### src/rtl/ahb_pkg.sv
// Shared AHB-Lite encodings and command/response record types.
package ahb_pkg;

  localparam int AHB_ADDR_W = 32;
  localparam int AHB_DATA_W = 32;

  typedef logic [1:0] htrans_t;

  localparam htrans_t HTRANS_IDLE   = 2'b00;
  localparam htrans_t HTRANS_NONSEQ = 2'b10;

  // One command as offered on the cmd stream.
  typedef struct packed {
    logic                  write;
    logic [AHB_ADDR_W-1:0] addr;
    logic [AHB_DATA_W-1:0] wdata;
  } cmd_t;

  // One completion as returned on the rsp stream.
  typedef struct packed {
    logic                  write;
    logic [AHB_DATA_W-1:0] rdata;
  } rsp_t;

endpackage

### src/rtl/ahb_cmd_master_if.sv
// Command/response streams plus AHB-Lite manager bus, bundled for port lists.
interface ahb_cmd_master_if
  import ahb_pkg::*;
#(
  parameter int ADDR_W = AHB_ADDR_W,
  parameter int DATA_W = AHB_DATA_W
);
  logic              cmd_valid;
  logic              cmd_ready;
  logic              cmd_write;
  logic [ADDR_W-1:0] cmd_addr;
  logic [DATA_W-1:0] cmd_wdata;

  logic              rsp_valid;
  logic              rsp_ready;
  logic              rsp_write;
  logic [DATA_W-1:0] rsp_rdata;

  logic              HSEL;
  logic [ADDR_W-1:0] HADDR;
  htrans_t           HTRANS;
  logic              HWRITE;
  logic [DATA_W-1:0] HWDATA;
  logic [DATA_W-1:0] HRDATA;
  logic              HREADY;

  // The command master's own view.
  modport master (
    input  cmd_valid, cmd_write, cmd_addr, cmd_wdata, rsp_ready, HRDATA, HREADY,
    output cmd_ready, rsp_valid, rsp_write, rsp_rdata,
           HSEL, HADDR, HTRANS, HWRITE, HWDATA
  );

  // The environment: command source, response sink and bus responder.
  modport slave (
    output cmd_valid, cmd_write, cmd_addr, cmd_wdata, rsp_ready, HRDATA, HREADY,
    input  cmd_ready, rsp_valid, rsp_write, rsp_rdata,
           HSEL, HADDR, HTRANS, HWRITE, HWDATA
  );
endinterface

### src/rtl/sync_fifo.sv
// Single-clock FIFO with occupancy count; output reads as zero while empty.
module sync_fifo #(
  parameter int WIDTH = 33,
  parameter int DEPTH = 4
) (
  input  logic                   HCLK,
  input  logic                   HRESETn,
  input  logic                   push_i,
  input  logic [WIDTH-1:0]       din_i,
  input  logic                   pop_i,
  output logic [WIDTH-1:0]       dout_o,
  output logic                   valid_o,
  output logic [$clog2(DEPTH):0] count_o
);
  localparam int            AW   = $clog2(DEPTH);
  localparam logic [AW:0]   FULL = (AW+1)'(DEPTH);

  logic [WIDTH-1:0] mem_q [DEPTH];
  logic [AW-1:0]    wr_ptr_q, rd_ptr_q;
  logic [AW:0]      cnt_q, cnt_d;
  logic             do_pop;

  assign do_pop  = pop_i && valid_o;
  assign valid_o = (cnt_q != '0);
  assign dout_o  = valid_o ? mem_q[rd_ptr_q] : '0;
  assign count_o = cnt_q;

  // Occupancy: simultaneous push and pop leaves the count unchanged.
  always_comb begin
    cnt_d = cnt_q;
    case ({push_i, do_pop})
      2'b10:   cnt_d = cnt_q + 1'b1;
      2'b01:   cnt_d = cnt_q - 1'b1;
      default: cnt_d = cnt_q;
    endcase
  end

  // Pointers and count; power-of-2 depth lets the pointers wrap naturally.
  always_ff @(posedge HCLK or negedge HRESETn) begin
    if (!HRESETn) begin
      wr_ptr_q <= '0;
      rd_ptr_q <= '0;
      cnt_q    <= '0;
    end else begin
      if (push_i) wr_ptr_q <= wr_ptr_q + 1'b1;
      if (do_pop) rd_ptr_q <= rd_ptr_q + 1'b1;
      cnt_q <= cnt_d;
    end
  end

  // Storage array, written on push only.
  always_ff @(posedge HCLK) begin
    if (push_i) mem_q[wr_ptr_q] <= din_i;
  end

  // The upstream credit scheme must never push into a full queue.
  a_no_overflow: assert property (@(posedge HCLK) disable iff (!HRESETn)
    push_i |-> (cnt_q < FULL));

endmodule

### src/rtl/ahb_cmd_master.sv
// AHB-Lite manager: cmd stream -> pipelined single-word transfers -> rsp stream.
module ahb_cmd_master
  import ahb_pkg::*;
#(
  parameter int ADDR_W    = AHB_ADDR_W,
  parameter int DATA_W    = AHB_DATA_W,
  parameter int RSP_DEPTH = 4
) (
  input  logic             HCLK,
  input  logic             HRESETn,
  ahb_cmd_master_if.master bus
);
  localparam int             CNT_W   = $clog2(RSP_DEPTH) + 1;
  localparam logic [CNT_W:0] CREDITS = (CNT_W+1)'(RSP_DEPTH);

  // Address-phase stage A and data-phase stage D.
  logic              a_vld_q, a_vld_d;
  logic [ADDR_W-1:0] a_addr_q, a_addr_d;
  logic              a_write_q, a_write_d;
  logic [DATA_W-1:0] a_wdata_q, a_wdata_d;
  logic              d_vld_q, d_vld_d;
  logic              d_write_q, d_write_d;
  logic [DATA_W-1:0] d_wdata_q, d_wdata_d;
  logic              rdy_en_q;

  logic              accept, push, pop, cmd_ready;
  logic [CNT_W-1:0]  fifo_cnt;
  logic [CNT_W:0]    credit_used;
  logic [DATA_W:0]   push_data, fifo_dout;
  logic              fifo_valid;

  // Every transfer in either stage already owns a FIFO slot; a pop this
  // cycle is deliberately not credited until the count actually drops.
  assign credit_used = {{CNT_W{1'b0}}, a_vld_q} + {{CNT_W{1'b0}}, d_vld_q}
                     + {1'b0, fifo_cnt};
  assign cmd_ready   = rdy_en_q && (!a_vld_q || bus.HREADY) && (credit_used < CREDITS);
  assign accept      = bus.cmd_valid && cmd_ready;
  assign push        = bus.HREADY && d_vld_q;
  assign push_data   = {d_write_q, d_write_q ? {DATA_W{1'b0}} : bus.HRDATA};
  assign pop         = fifo_valid && bus.rsp_ready;

  // Pipeline advance: A reloads when empty or its address phase completes; D follows A on HREADY.
  always_comb begin
    a_vld_d   = a_vld_q;
    a_addr_d  = a_addr_q;
    a_write_d = a_write_q;
    a_wdata_d = a_wdata_q;
    d_vld_d   = d_vld_q;
    d_write_d = d_write_q;
    d_wdata_d = d_wdata_q;
    if (!a_vld_q || bus.HREADY) begin
      a_vld_d = accept;
      if (accept) begin
        a_addr_d  = bus.cmd_addr;
        a_write_d = bus.cmd_write;
        a_wdata_d = bus.cmd_wdata;
      end
    end
    if (bus.HREADY) begin
      d_vld_d   = a_vld_q;
      d_write_d = a_write_q;
      // Write data only changes when a write enters the data phase, so
      // HWDATA otherwise keeps its last value.
      if (a_vld_q && a_write_q) d_wdata_d = a_wdata_q;
    end
  end

  // Pipeline registers; reset drops the bus to IDLE at once and discards in-flight work.
  always_ff @(posedge HCLK or negedge HRESETn) begin
    if (!HRESETn) begin
      a_vld_q   <= 1'b0;
      a_addr_q  <= '0;
      a_write_q <= 1'b0;
      a_wdata_q <= '0;
      d_vld_q   <= 1'b0;
      d_write_q <= 1'b0;
      d_wdata_q <= '0;
      rdy_en_q  <= 1'b0;
    end else begin
      a_vld_q   <= a_vld_d;
      a_addr_q  <= a_addr_d;
      a_write_q <= a_write_d;
      a_wdata_q <= a_wdata_d;
      d_vld_q   <= d_vld_d;
      d_write_q <= d_write_d;
      d_wdata_q <= d_wdata_d;
      rdy_en_q  <= 1'b1;
    end
  end

  sync_fifo #(
    .WIDTH (DATA_W + 1),
    .DEPTH (RSP_DEPTH)
  ) u_rsp_fifo (
    .HCLK    (HCLK),
    .HRESETn (HRESETn),
    .push_i  (push),
    .din_i   (push_data),
    .pop_i   (pop),
    .dout_o  (fifo_dout),
    .valid_o (fifo_valid),
    .count_o (fifo_cnt)
  );

  assign bus.cmd_ready = cmd_ready;
  assign bus.rsp_valid = fifo_valid;
  assign bus.rsp_write = fifo_dout[DATA_W];
  assign bus.rsp_rdata = fifo_dout[DATA_W-1:0];
  assign bus.HSEL      = a_vld_q;
  assign bus.HTRANS    = a_vld_q ? HTRANS_NONSEQ : HTRANS_IDLE;
  assign bus.HADDR     = a_addr_q;
  assign bus.HWRITE    = a_write_q;
  assign bus.HWDATA    = d_wdata_q;

endmodule

### src/flat_wrapper.sv
// flat-port wrapper written by rule: the top's interface ports become plain ports
module ahb_cmd_master_flat import ahb_pkg::*;
#(
  parameter int ADDR_W    = AHB_ADDR_W,
  parameter int DATA_W    = AHB_DATA_W,
  parameter int RSP_DEPTH = 4
)
  (HCLK, HRESETn, bus_cmd_valid, bus_cmd_write, bus_cmd_addr, bus_cmd_wdata, bus_rsp_ready, bus_HRDATA, bus_HREADY, bus_cmd_ready, bus_rsp_valid, bus_rsp_write, bus_rsp_rdata, bus_HSEL, bus_HADDR, bus_HTRANS, bus_HWRITE, bus_HWDATA);
  ahb_cmd_master_if #(.ADDR_W(ADDR_W), .DATA_W(DATA_W)) bus_i ();
  input  logic HCLK;
  input  logic HRESETn;
  input wire logic [$bits(bus_i.cmd_valid)-1:0] bus_cmd_valid;
  input wire logic [$bits(bus_i.cmd_write)-1:0] bus_cmd_write;
  input wire logic [$bits(bus_i.cmd_addr)-1:0] bus_cmd_addr;
  input wire logic [$bits(bus_i.cmd_wdata)-1:0] bus_cmd_wdata;
  input wire logic [$bits(bus_i.rsp_ready)-1:0] bus_rsp_ready;
  input wire logic [$bits(bus_i.HRDATA)-1:0] bus_HRDATA;
  input wire logic [$bits(bus_i.HREADY)-1:0] bus_HREADY;
  output wire logic [$bits(bus_i.cmd_ready)-1:0] bus_cmd_ready;
  output wire logic [$bits(bus_i.rsp_valid)-1:0] bus_rsp_valid;
  output wire logic [$bits(bus_i.rsp_write)-1:0] bus_rsp_write;
  output wire logic [$bits(bus_i.rsp_rdata)-1:0] bus_rsp_rdata;
  output wire logic [$bits(bus_i.HSEL)-1:0] bus_HSEL;
  output wire logic [$bits(bus_i.HADDR)-1:0] bus_HADDR;
  output wire logic [$bits(bus_i.HTRANS)-1:0] bus_HTRANS;
  output wire logic [$bits(bus_i.HWRITE)-1:0] bus_HWRITE;
  output wire logic [$bits(bus_i.HWDATA)-1:0] bus_HWDATA;
  assign bus_i.cmd_valid = bus_cmd_valid;
  assign bus_i.cmd_write = bus_cmd_write;
  assign bus_i.cmd_addr = bus_cmd_addr;
  assign bus_i.cmd_wdata = bus_cmd_wdata;
  assign bus_i.rsp_ready = bus_rsp_ready;
  assign bus_i.HRDATA = bus_HRDATA;
  assign bus_i.HREADY = bus_HREADY;
  assign bus_cmd_ready = bus_i.cmd_ready;
  assign bus_rsp_valid = bus_i.rsp_valid;
  assign bus_rsp_write = bus_i.rsp_write;
  assign bus_rsp_rdata = bus_i.rsp_rdata;
  assign bus_HSEL = bus_i.HSEL;
  assign bus_HADDR = bus_i.HADDR;
  assign bus_HTRANS = bus_i.HTRANS;
  assign bus_HWRITE = bus_i.HWRITE;
  assign bus_HWDATA = bus_i.HWDATA;
  ahb_cmd_master #(.ADDR_W(ADDR_W), .DATA_W(DATA_W), .RSP_DEPTH(RSP_DEPTH)) u_core (.HCLK(HCLK), .HRESETn(HRESETn), .bus(bus_i));
endmodule
### config.mk
export PLATFORM = sky130hd
export DESIGN_NAME = ahb_cmd_master_flat
export DESIGN_NICKNAME = d
export VERILOG_FILES = /design/src/rtl/ahb_pkg.sv /design/src/rtl/ahb_cmd_master_if.sv /design/src/rtl/sync_fifo.sv /design/src/rtl/ahb_cmd_master.sv /design/src/flat_wrapper.sv
export SDC_FILE = /design/constraint.sdc
export NUM_CORES = 1
export LEC_CHECK = 0
export CAP_MARGIN = 30
export CORE_ASPECT_RATIO = 1.5
export CORE_UTILIZATION = 50
export DETAILED_ROUTE_END_ITERATION = 6
export PLACE_DENSITY = 0.79
export SLEW_MARGIN = 20
export SYNTH_ARGS = -nofsm -noshare
export SYNTH_HDL_FRONTEND = slang
export SYNTH_SLANG_ARGS = --single-unit
### constraint.sdc
create_clock -name HCLK -period 2.15 [get_ports HCLK]
set_input_delay 0.43 -clock HCLK [delete_from_list [all_inputs] [get_ports HCLK]]
set_output_delay 0.43 -clock HCLK [all_outputs]
set_load 0.01 [all_outputs]
== Word-level counts from Yosys, hierarchy flattened ==
Memories as Yosys holds them, arrays and structs flattened.
Cells that the tools add are included.
Cells by class
  eq/ne operators: 2
  add/sub/neg operators: 6
  reduce and logical (&&, ||, !) cells: 13
  magnitude comparators: 1
  mux-type cells: 6
Operator list (count)
  $mux 33: 1
  $mux 32: 1
  $logic_and 1x1->1: 7
  $pmux 3 s2: 1
  $add 2x1->2 const B: 2
  $add 4x3->4: 1
  $lt 4x3->1 const B: 1
  $reduce_and 2->1: 2
  $add 3x1->3 const B: 1
  $reduce_bool 3->1: 1
  $sub 3x1->3 const B: 1
  $add 1x1->2: 1
  $eq 2x1->1 const B: 1
  $eq 2x2->1 const B: 1
  $mux 1: 2
  $mux 2: 1
  $reduce_bool 2->1: 1
  $logic_not 1->1: 1
  $logic_or 1x1->1: 1
Word-level totals
  memories kept: 1
  output and inout bits: 103
  input port bits: 102
  bits in registers: 108
  memory bits (writable): 132
Memories
  u_core.u_rsp_fifo.mem_q: depth 4, bits a word 33, read ports 1, clocked after Yosys merged registers in 0, wr ports 1, RTL line sync_fifo.sv:18  | logic [WIDTH-1:0] mem_q [DEPTH];

== Longest topological paths before layout ==
  depth in word-level cells: 6
  depth in mapped cells: 9
  depth with buffers taken out: 8

== Modules after synthesis ==
From an unflattened synthesis, not the netlist that was laid out.
Unflattened totals
  cells, all modules: 507
  area total of the unflattened synthesis: 9625.5 um^2
By module, submodules not included
  sync_fifo: times used 1, area each 5435.2 um^2, cells each 246
  ahb_cmd_master: times used 1, area each 4190.3 um^2, cells each 261

== Least setup slack after synthesis ==
OpenSTA, ideal clock, no wires.
  path type: reg2reg
  from: register u_core.u_rsp_fifo.cnt_q[0] (netlist: u_core.u_rsp_fifo.count_o[0])
  to: register u_core.u_rsp_fifo.cnt_q[2] (netlist: u_core.u_rsp_fifo.count_o[2])
  period minus slack after synthesis: 1.953 ns
  stages on the path, launching flop included: 10
  path slack: 0.197 ns
  arrival time: 1.828 ns
  cells stage by stage: dfrtp_1 > or3_1 > clkbuf_1 > and2_1 > ha_1 > inv_1 > fa_1 > xor2_1 > nor2_1 > xor2_1
On the way
  word-level cells in the longest chain between the ends: 5
  elaborated cells between the ends (all ways): 9
  those cells by class: add/sub: 2; eq/ne: 2; mux: 1; reduce/logical: 4
Ends and longest elaborated chain
  from (decl): RTL line sync_fifo.sv:20  | logic [AW:0] cnt_q, cnt_d;
  from (signal assigned): RTL line sync_fifo.sv:47  | cnt_q <= cnt_d;
  $reduce_bool 3->1 (*): RTL line sync_fifo.sv:24  | assign valid_o = (cnt_q != '0);
  $logic_and 1x1->1: RTL line ahb_cmd_master.sv:40  | assign pop = fifo_valid && bus.rsp_ready;
  $logic_and 1x1->1 (*): RTL line sync_fifo.sv:23  | assign do_pop = pop_i && valid_o;
  named net u_core.u_rsp_fifo.do_pop: RTL line sync_fifo.sv:21  | logic do_pop;
  $eq 2x1->1 / $eq 2x2->1 (equally long branches): RTL line sync_fifo.sv:31  | case ({push_i, do_pop})
  $pmux 3 s2 / $reduce_bool 2->1 (equally long branches)
The timed path passes the listed nets; every way through them passes the cells marked *.
A chain may end at the register's enable or synchronous reset.

== Worst setup path in the final report ==
  from: register u_core.u_rsp_fifo.rd_ptr_q[0]
  to: output bus_rsp_rdata[31]
On the way
  word-level cells in the longest chain between the ends: 2
Ends and longest elaborated chain
  from (decl): RTL line sync_fifo.sv:19  | logic [AW-1:0] wr_ptr_q, rd_ptr_q;
  from (signal assigned): RTL line sync_fifo.sv:46  | if (do_pop) rd_ptr_q <= rd_ptr_q + 1'b1;
  $mem_v2 4x33
  $mux 33: RTL line sync_fifo.sv:25  | assign dout_o = valid_o ? mem_q[rd_ptr_q] : '0;
  to (decl): RTL line flat_wrapper.sv:22  | output wire logic [$bits(bus_i.rsp_rdata)-1:0] bus_rsp_rdata;
Every way passes these cells.

==> metrics.txt <==
Skew-Pair Late Insertion Delay=0.50 ns; Reg2Reg Launch Point=u_core.u_rsp_fifo.count_o[1]; IO Pins=between 200 and 250; Mean Syn Cell Area=19.0 sq um; FF/Latch Area=0.00667 sq mm; yosys warns=0; Leak=about 5.2 nW; HP Class=input port to asynchronous set/reset pin; Max Root-Sink Buffers=3; part of the cycle the worst path needs=116%; CTS tree=built; Cells after Synth=between 500 and 600; share of cells above drive strength 1=between 30 and 40%; RD Place Congestion=0.760; largest net degree at the start of global routing=37; CTS Buf Count=22; Overflow after GRT=0; Crit Path Class=flip-flop to primary output; Critical R2R Capture=u_core.u_rsp_fifo.count_o[2]; Clock transition at path regs=roughly 0.060 ns; Hold Violations, Final=0; CP bufs+invs=4; prevailing post-synth register cell=edfxtp_1; fillers=1225; top cells by count, synth=edfxtp_1, dfrtp_1, mux2_2, mux2_4, and2_1; Crit path top cell by count=buf_6; number of unique standard cell types used by synthesis=26; count leader, synth=edfxtp_1; pre-CTS setup slack=-0.105 ns; first-pass GRT wire length=32.1 mm; VDD IR-drop max=884 uV; H-tree depth=1; antenna-violating nets left=0; routed wire length=20.6 mm; Initial DRC Count=around 260; Required @ worst endpoint=1.72 ns; Pre-antenna DRT Iters=5; vias=about 5300; multi-input logic area=0.00279 sq mm; Mapped Area=0.00956 sq mm; WL per Instance=20.3 um; DRC=0; Synth area leaders=edfxtp_1, dfrtp_1, mux4_2, mux2_2, mux2_4; standard-cell rows=a little over 60; CP Launch Type=flip-flop; RSZ-0062 raised after global routing=yes; setup TNS=-9.14 ns; violated checks=setup timing; routed vias/inst=5.21; WP data arrival=2.05 ns; slowest stage cell on the critical path=mux4_2; sequential-to-total area share from yosys stat=roughly 70%; critical path's top delay family=multiplexers; Core Region=0.0186 sq mm; hold_ws=0.455 ns; fin nets=859; Synth top area share=41.4%; post-synthesis register bit count=240; achievable frequency=between 400 and 500 MHz; Antenna Cells=0; vias in the first global route=5918; status=complete, but fails checks; initial antenna violation count=0; Max Cap Viol=0; CP peak stage delay=0.50 ns; Root Driver=clkbuf_16; Slew Viols, Final=0; gr usage total=a little over a fifth; Die Y-Extent=171 um; port buffer count=203; Worst Max-Slew Pin Slew=0.506 ns; Final Critical Period=2.48 ns; dominant cell type by area after synthesis=edfxtp_1; R2R setup slack=about 0.030 ns; # setup viols final=35; clock sinks=240; Power per Cell Area=1410 mW/mm^2; skew final=0.0155 ns; post-DP HPWL=between 10 and 15 mm; worst-path maximum fanout=5; slew margin rel.=66.3%; Syn Nets=roughly 600; post-synthesis async set-or-reset flop share=between 40 and 50%; crit end category=primary output; critical-path cell list=buf_6 -> buf_6 -> buf_12 -> mux4_2 -> and2_4 -> buf_6; worst r2r path cells=9; Die X=~110 um; Initial Util=51.4%; Die ar.=0.0197 sq mm; Final WS setup=-0.335 ns; number of flops mapped to enable cells by yosys=132; Area growth syn-to-layout=37.7%
layout by cell type (no fill, tap or decap), types with 5 or more instances in the layout:
master,Yosys,routed
and2_1,34,15
and2_4,0,19
buf_12,0,17
buf_16,0,5
buf_2,7,15
buf_4,6,19
buf_6,6,24
clkbuf_1,9,5
clkbuf_16,0,23
clkdlybuf4s50_1,0,167
clkinv_1,0,5
dfrtp_1,108,107
edfxtp_1,132,132
mux2_2,61,61
mux2_4,39,39
mux4_2,33,33
nor2b_1,32,32
repair_timing:
item / CTS / global route
resized for setup: 182 / 23
cloned: 6 / 0
endpoints found under the setup margin: 35 / 36
buffers inserted: 10 / 3
pin swaps: 27 / 8
endpoints found under the hold margin: 33 / 0
hold buffers: 1 / 0
worst register-to-register path, delay by kind of cell (launching register included):
family / cells / cell delay (ns)
adders and majority gates: 2 / 0.40
and+or+nand+nor: 3 / 0.69
buffers and inverters: 2 / 0.22
DFF: 1 / 0.38
xor gates and xnor gates: 2 / 0.28
metrics by stage:
stage / utilization (%) / power (W) / instance area, sq um / std cells
after CTS: 70.3 / 0.0185 / 13100 / 1014
after floorplan: - / 0.0105 / 9560 / 504
after global routing: 70.7 / 0.0195 / 13200 / 1016
final: 70.7 / 0.0186 / 13200 / 1016
after global placement: 65.0 / 0.0137 / 12100 / 958
after detailed placement: 65.0 / 0.0140 / 12100 / 958
worst max path at each step:
stage	from	end	cells after the start
global route	u_core.u_rsp_fifo.rd_ptr_q[0]	bus_rsp_rdata[31]	6
detailed placement	bus_rsp_ready	u_core.u_rsp_fifo.count_o[2]	8
global placement	u_core.u_rsp_fifo.rd_ptr_q[0]	bus_rsp_rdata[0]	4
floorplan	u_core.u_rsp_fifo.count_o[0]	u_core.u_rsp_fifo.count_o[2]	9
CTS	u_core.u_rsp_fifo.rd_ptr_q[0]	bus_rsp_rdata[7]	6
finish	u_core.u_rsp_fifo.rd_ptr_q[0]	bus_rsp_rdata[31]	6
registers in the layout, summed over array words and instances, names as in the netlist:
signal                      count
u_core.bus.HWDATA              32
u_core.bus.HADDR               32
u_core.u_rsp_fifo.wr_ptr_q      2
u_core.bus.HSEL                 1
u_core.u_rsp_fifo.mem_q       132
u_core.u_rsp_fifo.rd_ptr_q      2
u_core.rdy_en_q                 1
u_core.bus.HWRITE               1
u_core.d_write_q                1
u_core.a_wdata_q               32
u_core.d_vld_q                  1
u_core.u_rsp_fifo.count_o       3
logic make-up after synthesis:
group	count (synthesis)	share of synthesized area, %
mux	134	21.2
flops	240	69.7
other cells	2	0.0785
simple gates	81	5.27
xor+xnor	6	0.550
buf+inv	33	2.09
fa+ha+maj	8	1.13
final cells by class:
| type | count | share of cell area, % |
|---|---|---|
| Clock inverter | 11 | 0.940 |
| Sequential cell | 240 | 50.6 |
| Tap cell | 252 | 2.39 |
| Clock buffer | 28 | 4.51 |
| Multi-Input combinational cell | 231 | 21.2 |
| Timing Repair Buffer | 249 | 20.2 |
| Inverter | 5 | 0.142 |
layer usage:
layer	wire, um	global-route usage, %
met1	7520	25.0
met2	11000	38.5
met3	1720	5.81
met4	398	6.38
met5	0	0
power breakdown:
group / total, W / switching (W) / internal [W]
clock network: 0.00387 / 0.00157 / 0.00230
registers: 0.00691 / 0.000628 / 0.00628
logic: 0.00778 / 0.00303 / 0.00475
Power figures use the tool's default switching activity.
